--- src/rtl/carrier_pkg.sv ---
// Shared types and default widths for the carrier generator datapath.
package carrier_pkg;

  localparam int unsigned ACC_W  = 16;
  localparam int unsigned ADDR_W = 5;
  localparam int unsigned BANK_W = 2;
  localparam int unsigned CNT_W  = 8;

  typedef enum logic [1:0] {
    IDLE = 2'd0,
    RUN  = 2'd1,
    DONE = 2'd2
  } state_e;

endpackage : carrier_pkg

--- src/rtl/carrier_phase_acc.sv ---
// Phase accumulator: acc advances by step when enabled; wrap_c flags the carry-out of that add.
module carrier_phase_acc
  import carrier_pkg::*;
(
  input  logic              clk,
  input  logic              reset_n,
  input  logic              clr,
  input  logic              en,
  input  logic [ACC_W-1:0]  step,
  output logic [ADDR_W-1:0] phase_msb,
  output logic              wrap_c
);

  logic [ACC_W-1:0] acc_q;
  logic [ACC_W-1:0] acc_d;
  logic [ACC_W:0]   sum_c;

  assign sum_c     = {1'b0, acc_q} + {1'b0, step};
  assign wrap_c    = sum_c[ACC_W];
  assign phase_msb = acc_q[ACC_W-1 -: ADDR_W];

  // Next accumulator value: clear has priority over advance.
  always_comb begin
    acc_d = acc_q;
    if (clr) begin
      acc_d = '0;
    end else if (en) begin
      acc_d = sum_c[ACC_W-1:0];
    end
  end

  // Accumulator register.
  always_ff @(posedge clk or negedge reset_n) begin
    if (!reset_n) begin
      acc_q <= '0;
    end else begin
      acc_q <= acc_d;
    end
  end

endmodule : carrier_phase_acc

--- src/rtl/carrier_seq_ctrl.sv ---
// Carrier sequencer: config shadowing, run/burst FSM, period counting and DAC controls.
module carrier_seq_ctrl
  import carrier_pkg::*;
(
  input  logic                     clk,
  input  logic                     reset_n,
  input  logic                     cfg_valid,
  output logic                     cfg_ready,
  input  logic [ACC_W-1:0]         cfg_step,
  input  logic [BANK_W-1:0]        cfg_bank,
  input  logic [CNT_W-1:0]         cfg_cycles,
  input  logic                     start,
  input  logic                     stop,
  output logic                     busy,
  output logic                     done,
  output logic [BANK_W+ADDR_W-1:0] rom_addr,
  output logic                     blank_DA_n,
  output logic                     sync_DA_n
);

  state_e              state_q, state_d;
  logic [ACC_W-1:0]    step_q, step_d;
  logic [BANK_W-1:0]   bank_q, bank_d;
  logic [CNT_W-1:0]    cycles_q, cycles_d;
  logic [CNT_W-1:0]    count_q, count_d;
  logic                busy_q, busy_d;
  logic                done_q, done_d;
  logic                blank_q, blank_d;
  logic                sync_q;

  logic                cfg_fire_c;
  logic                acc_en_c;
  logic                acc_clr_c;
  logic                wrap_c;
  logic                last_period_c;
  logic [ADDR_W-1:0]   phase_msb;

  assign cfg_ready     = (state_q == IDLE);
  assign cfg_fire_c    = cfg_valid & cfg_ready;
  assign acc_en_c      = (state_q == RUN);
  assign acc_clr_c     = (state_d != RUN);
  assign last_period_c = (cycles_q != '0) && (count_q == CNT_W'(cycles_q - CNT_W'(1)));

  carrier_phase_acc u_phase_acc (
    .clk       (clk),
    .reset_n   (reset_n),
    .clr       (acc_clr_c),
    .en        (acc_en_c),
    .step      (step_q),
    .phase_msb (phase_msb),
    .wrap_c    (wrap_c)
  );

  // Next-state, shadow-register and period-counter logic.
  always_comb begin
    state_d  = state_q;
    step_d   = step_q;
    bank_d   = bank_q;
    cycles_d = cycles_q;
    count_d  = count_q;

    case (state_q)
      IDLE: begin
        count_d = '0;
        if (cfg_fire_c) begin
          step_d   = cfg_step;
          bank_d   = cfg_bank;
          cycles_d = cfg_cycles;
        end
        if (start) begin
          state_d = RUN;
        end
      end
      RUN: begin
        if (cycles_q == '0) begin
          count_d = '0;
        end else if (wrap_c) begin
          count_d = count_q + CNT_W'(1);
        end
        // Completion beats a coincident stop.
        if (wrap_c && last_period_c) begin
          state_d = DONE;
          count_d = '0;
        end else if (stop) begin
          state_d = IDLE;
          count_d = '0;
        end
      end
      DONE: begin
        state_d = IDLE;
        count_d = '0;
      end
      default: begin
        state_d = IDLE;
        count_d = '0;
      end
    endcase

    busy_d  = (state_d == RUN);
    done_d  = (state_d == DONE);
    blank_d = (state_d == RUN);
  end

  // State, shadow and output registers.
  always_ff @(posedge clk or negedge reset_n) begin
    if (!reset_n) begin
      state_q  <= IDLE;
      step_q   <= '0;
      bank_q   <= '0;
      cycles_q <= '0;
      count_q  <= '0;
      busy_q   <= 1'b0;
      done_q   <= 1'b0;
      blank_q  <= 1'b0;
      sync_q   <= 1'b1;
    end else begin
      state_q  <= state_d;
      step_q   <= step_d;
      bank_q   <= bank_d;
      cycles_q <= cycles_d;
      count_q  <= count_d;
      busy_q   <= busy_d;
      done_q   <= done_d;
      blank_q  <= blank_d;
      sync_q   <= 1'b1;
    end
  end

  assign rom_addr   = {bank_q, phase_msb};
  assign busy       = busy_q;
  assign done       = done_q;
  assign blank_DA_n = blank_q;
  assign sync_DA_n  = sync_q;

endmodule : carrier_seq_ctrl

--- config.mk ---
export PLATFORM = sky130hd
export DESIGN_NAME = carrier_seq_ctrl
export DESIGN_NICKNAME = d
export VERILOG_FILES = /design/src/rtl/carrier_pkg.sv /design/src/rtl/carrier_phase_acc.sv /design/src/rtl/carrier_seq_ctrl.sv
export SDC_FILE = /design/constraint.sdc
export NUM_CORES = 1
export LEC_CHECK = 0
export CAP_MARGIN = 15
export CORE_MARGIN = 8
export CORE_UTILIZATION = 40
export DETAILED_ROUTE_END_ITERATION = 8
export GPL_TIMING_DRIVEN = 0
export PLACE_DENSITY_LB_ADDON = 0.2
export SLEW_MARGIN = 10
export SYNTH_ARGS = -nofsm -noshare
export SYNTH_HDL_FRONTEND = slang
export SYNTH_SLANG_ARGS = --single-unit
--- constraint.sdc ---
create_clock -name clk -period 6.2 [get_ports clk]
set_clock_uncertainty 0.15 [all_clocks]
set_input_delay 1.24 -clock clk [delete_from_list [all_inputs] [get_ports clk]]
set_output_delay 1.24 -clock clk [all_outputs]
set_load 0.03 [all_outputs]
# Word level (Yosys, flattened, before mapping)
# Index checks and enable logic that the tools add are counted.
# totals
register_bits	54
latchBits	0
romBits	0
input_bits	31
output_inout_bits	12
mem_bits_rw	0
elab_cells	36
memories	0
# op_classes
reduce_logical	7
n_bitwise	1
magnitude_cmp	0
muxes	11
shift	0
mul	0
n_div	0
eq_ne	6
addsub	3
# ops
operator	count
$mux 8	5
$mux 16	2
$add 16x16->17	1
$add 8x1->8 const B	1
$eq 8x8->1	1
$logic_not 8->1	1
$reduce_bool 8->1	1
$sub 8x1->8 const B	1
$mux 2	3
$ne 5x2->1 const B	1
$eq 2x1->1 const B	2
$pmux 2 s2	1
$eq 2x2->1 const B	1
$logic_and 1x1->1	2
$logic_not 2->1	1
$ne 2x1->1 const B	1
$reduce_and 2->1	1
$reduce_bool 2->1	1
$and 1x1->1	1

# Longest topological paths before layout
# depth
word_depth	8
mapped_depth	10
mapped_depth_nobuf	9

# Hierarchy
# Synthesis repeated with hierarchy kept, for this count alone.
# hier_totals
cells_unflattened	346
area_unflattened_um2	3399.5
# modules_own_cells
module	n_inst	area_per_inst_um2	cells_each	seq_area_each_um2
carrier_seq_ctrl	1	1840.5	161	950.9
carrier_phase_acc	1	1559.0	185	400.4

# Worst setup path after synthesis
# No wires, ideal clock.
# synth_timing
kind	input-to-reg
from	input port cfg_valid
to	register step_q[11]
path_slack_ns	3.573
stages	4
arrival_time_ns	2.352
n_path_buf	2
setup_ns	0.125
required_ns	5.925
cell_sequence	and2_1 -> clkbuf_1 -> clkbuf_1 -> mux2_2
# synth_via
elab_chain_len	2
# synth_rtl
item	line_no	rtl
start: declaration	carrier_seq_ctrl.sv:7	input logic cfg_valid,
$and 1x1->1	carrier_seq_ctrl.sv:39	assign cfg_fire_c = cfg_valid & cfg_ready;
$reduce_and 2->1 (no line)	-	
end signal: assignment	carrier_seq_ctrl.sv:118	step_q <= step_d;
end: declaration	carrier_seq_ctrl.sv:22	logic [ACC_W-1:0] step_q, step_d;
# No other way between the ends.
# A chain may end at the register's enable or synchronous reset.

# Worst setup path after layout
# layout_timing
from	input port cfg_valid
to	register step_q[14]
# Same word-level chain as after synthesis.

==> insert_results.sql <==
INSERT INTO impl_metrics (metric_group, metric, value, unit) VALUES
('logic_synthesis', 'syn-num-nets', '370', ''),
('clock_tree', 'numCtsBuffers', '5', ''),
('floorplanning', 'dieArea', '0.01107', 'mm2'),
('pwr', 'cellLeakagePower', '1.600', 'nW'),
('logic_synthesis', 'ys_ff_latch', '54', ''),
('logic_synthesis', 'synth_seq_area_share', '42.44', '%'),
('route', 'drt-initial-drc-count', '120', ''),
('logic_synthesis', 'synth.mux.area_fraction', '8.448', '%'),
('timing', 'worst_pin_slew', '0.5954', 'ns'),
('logic_synthesis', 'compound_cell_area_share_of_the_yosys_netlist', '16.42', '%'),
('logic_synthesis', 'postSynth.asyncResetShare', '100.0', '%'),
('floorplanning', 'die_y', '105.2', 'um'),
('cells_and_area', 'fillCellCount', '734', ''),
('placement', 'place_congestion', '0.8315', ''),
('clock_tree', 'postCtsSetupRepairBufs', '0', ''),
('worst_setup_path', 'setup.worst_path.start_class', 'input pin', ''),
('pwr', 'switching_power', '503.8', 'uW'),
('cells_and_area', 'design_area', '0.003844', 'mm2'),
('floorplanning', 'pin_count', '43', ''),
('floorplanning', 'floorplan.initialDensity', '41.21', '%'),
('global_routing', 'grt_pass1_wl', '11900', 'um'),
('route', 'avgRoutedWirePerCell', '14.66', 'um'),
('worst_setup_path', 'critPathKind', 'in2reg', ''),
('logic_synthesis', 'synth_ff_type', 'sky130_fd_sc_hd__dfrtp_1', ''),
('cells_and_area', 'final_layout_size_suffix_gt1_share', '12.20', '%'),
('logic_synthesis', 'syn-cell-area', '0.003184', 'mm2'),
('pwr', 'irDropWorstVdd', '0.0001342', 'V'),
('clock_tree', 'cts_root_buf', 'sky130_fd_sc_hd__clkbuf_8', ''),
('min_path', 'timing.hold.worst.start', 'u_phase_acc.acc_q[4]', ''),
('clock_tree', 'cts.repair.resized', '0', ''),
('pwr', 'total_power', '1.346', 'mW'),
('route', 'drt.antenna.violating_nets', '0', ''),
('timing', 'finalHoldWorstSlack', '0.3459', 'ns'),
('global_routing', 'overall_routing_resource_usage', '12.72', '%'),
('min_path', 'worst_hold_path_type', 'reg2reg', ''),
('run', 'timing.max_cap.violations', '0', ''),
('clock_tree', 'cts.sink_count', '54', ''),
('pwr', 'power.share.combinational', '46.4', '%'),
('timing', 'drv_slew', '0', ''),
('pwr', 'cell_internal_pwr', '842.0', 'uW'),
('route', 'vias', '2469', ''),
('global_routing', 'grt_util_met1', '17.74', '%'),
('global_routing', 'antenna_found_initial', '0', ''),
('clock_tree', 'clock_insertion_delay_worst_skew', '0.30', 'ns'),
('logic_synthesis', 'synth.avg_cell_area', '9.982', 'um2'),
('timing', 'grt_setup_unrepaired', 'no', ''),
('cells_and_area', 'insertedDiodeCount', '0', ''),
('worst_setup_path', 'worst_r2r_startpoint', 'step_q[0]', ''),
('pwr', 'switching_share', '37.43', '%'),
('logic_synthesis', 'synth-simple-area-share', '14.46', '%'),
('global_routing', 'grt_overflow_total', '0', ''),
('logic_synthesis', 'synthXorXnorAreaFrac', '5.501', '%'),
('timing', 'final_hold_violation_count', '0', ''),
('route', 'detail_route.drc_violations', '0', ''),
('clock_tree', 'clk_path_buf_depth', '2', ''),
('worst_setup_path', 'arrival', '3.10', 'ns'),
('cells_and_area', 'flow.area_growth_from_synthesis', '20.71', '%'),
('route', 'wirelength', '6906', 'um'),
('clock_tree', 'cts_tree', 'done', ''),
('placement', 'dp_hpwl', '5309', 'um'),
('logic_synthesis', 'synth_edf_count', '0', ''),
('cells_and_area', 'most-common-layout-cells', 'sky130_fd_sc_hd__dfrtp_1, sky130_fd_sc_hd__clkdlybuf4s50_1, sky130_fd_sc_hd__nand2_1', ''),
('run_status', 'result_of_the_run', 'completed', ''),
('global_routing', 'groute.layer.met2.usage', '18.97', '%'),
('cells_and_area', 'mostFrequentLayoutCell', 'sky130_fd_sc_hd__dfrtp_1', ''),
('worst_setup_path', 'critPathLaunch', 'cfg_valid', ''),
('worst_setup_path', 'worst_setup_path_end_kind', 'flop', ''),
('global_routing', 'first_global_vias', '2520', ''),
('timing', 'maxSlewHeadroom', '60.31', '%'),
('timing', 'tns', '0', 'ns'),
('logic_synthesis', 'postSynthCellCount', '319', '');
## cells by family (layout without fill, tap and decap cells)
| group | Yosys count | in the layout |
|---|---|---|
| adder cells (fa/ha/maj) | 20 | 20 |
| multiplexers | 24 | 24 |
| other | 1 | 1 |
| AO/OA/AOI/OAI | 85 | 85 |
| buffers and inverters | 26 | 76 |
| XOR/XNOR | 20 | 20 |
| AND/OR/NAND/NOR | 89 | 89 |
| flip-flops | 54 | 54 |
## synth_stat cells (7+ instances only)
cell type	n	area share, %
sky130_fd_sc_hd__nor3_1	10	1.6
sky130_fd_sc_hd__dfrtp_1	54	42
sky130_fd_sc_hd__ha_1	19	7.5
sky130_fd_sc_hd__o21ai_0	21	3.3
sky130_fd_sc_hd__nand2_1	28	3.3
sky130_fd_sc_hd__xnor2_1	11	3.0
sky130_fd_sc_hd__inv_1	10	1.2
sky130_fd_sc_hd__o21a_1	7	1.7
sky130_fd_sc_hd__a21oi_1	23	3.6
sky130_fd_sc_hd__buf_4	8	1.9
sky130_fd_sc_hd__xor2_1	9	2.5
sky130_fd_sc_hd__nand3_1	9	1.4
sky130_fd_sc_hd__nor2_1	13	1.5
sky130_fd_sc_hd__mux2_2	23	8.1
## state kept, by name (all words and copies together) (netlist names)
name	count
cycles_q	8
state_q	2
done	1
step_q	16
blank_DA_n	1
u_phase_acc.acc_q	16
count_q	8
bank_q	2
## power by group through the flow
stage / logic (mW) / registers (mW) / clock network, mW
3_5_place_dp: 0.626 / 0.493 / 0
5_1_grt: 0.700 / 0.498 / 0.256
4_1_cts: 0.630 / 0.486 / 0.243
6_report: 0.625 / 0.487 / 0.234
2_1_floorplan: 0.470 / 0.483 / 0
3_3_place_gp: 0.611 / 0.491 / 0
## path summary, 6_finish.rpt
check | cells past startpoint | slack (ns) | end
min in group asynchronous | 1 | 0.73 | step_q[3]
worst min-delay path | 2 | 0.35 | u_phase_acc.acc_q[4]
worst min register to register | 2 | 0.35 | u_phase_acc.acc_q[4]
worst max register to register | 10 | 3.31 | u_phase_acc.acc_q[15]
max in group asynchronous | 2 | 4.61 | count_q[7]
worst max-delay path | 5 | 3.14 | step_q[14]
## per-layer routing
metal | up-vias | part of all wire (%) | routed length [um]
met5 | - | 0 | 0
met4 | 0 | 0.75 | 52
met3 | 5 | 5.2 | 362
met2 | 48 | 42 | 2920
met1 | 1177 | 52 | 3570
li1 | 1239 | - | -
## final cells by class
| class | instances | area (um2) | share of cell area, % |
|---|---|---|---|
| multi-input combinational | 239 | 1689 | 43.95 |
| sequential | 54 | 1351 | 35.16 |
| timing repair buffer | 42 | 425.4 | 11.07 |
| tap | 102 | 127.6 | 3.320 |
| buffer | 16 | 106.4 | 2.767 |
| clock buffer | 7 | 76.32 | 1.986 |
| inverter | 10 | 37.54 | 0.9766 |
| clock inverter | 1 | 30.03 | 0.7812 |
## critical path, cell delays in order
cell,delay [ns]
sky130_fd_sc_hd__clkdlybuf4s50_1,0.44
sky130_fd_sc_hd__and2_1,0.13
sky130_fd_sc_hd__clkbuf_1,0.42
sky130_fd_sc_hd__clkbuf_1,0.47
sky130_fd_sc_hd__mux2_2,0.39
Power figures use the tool's default switching activity.
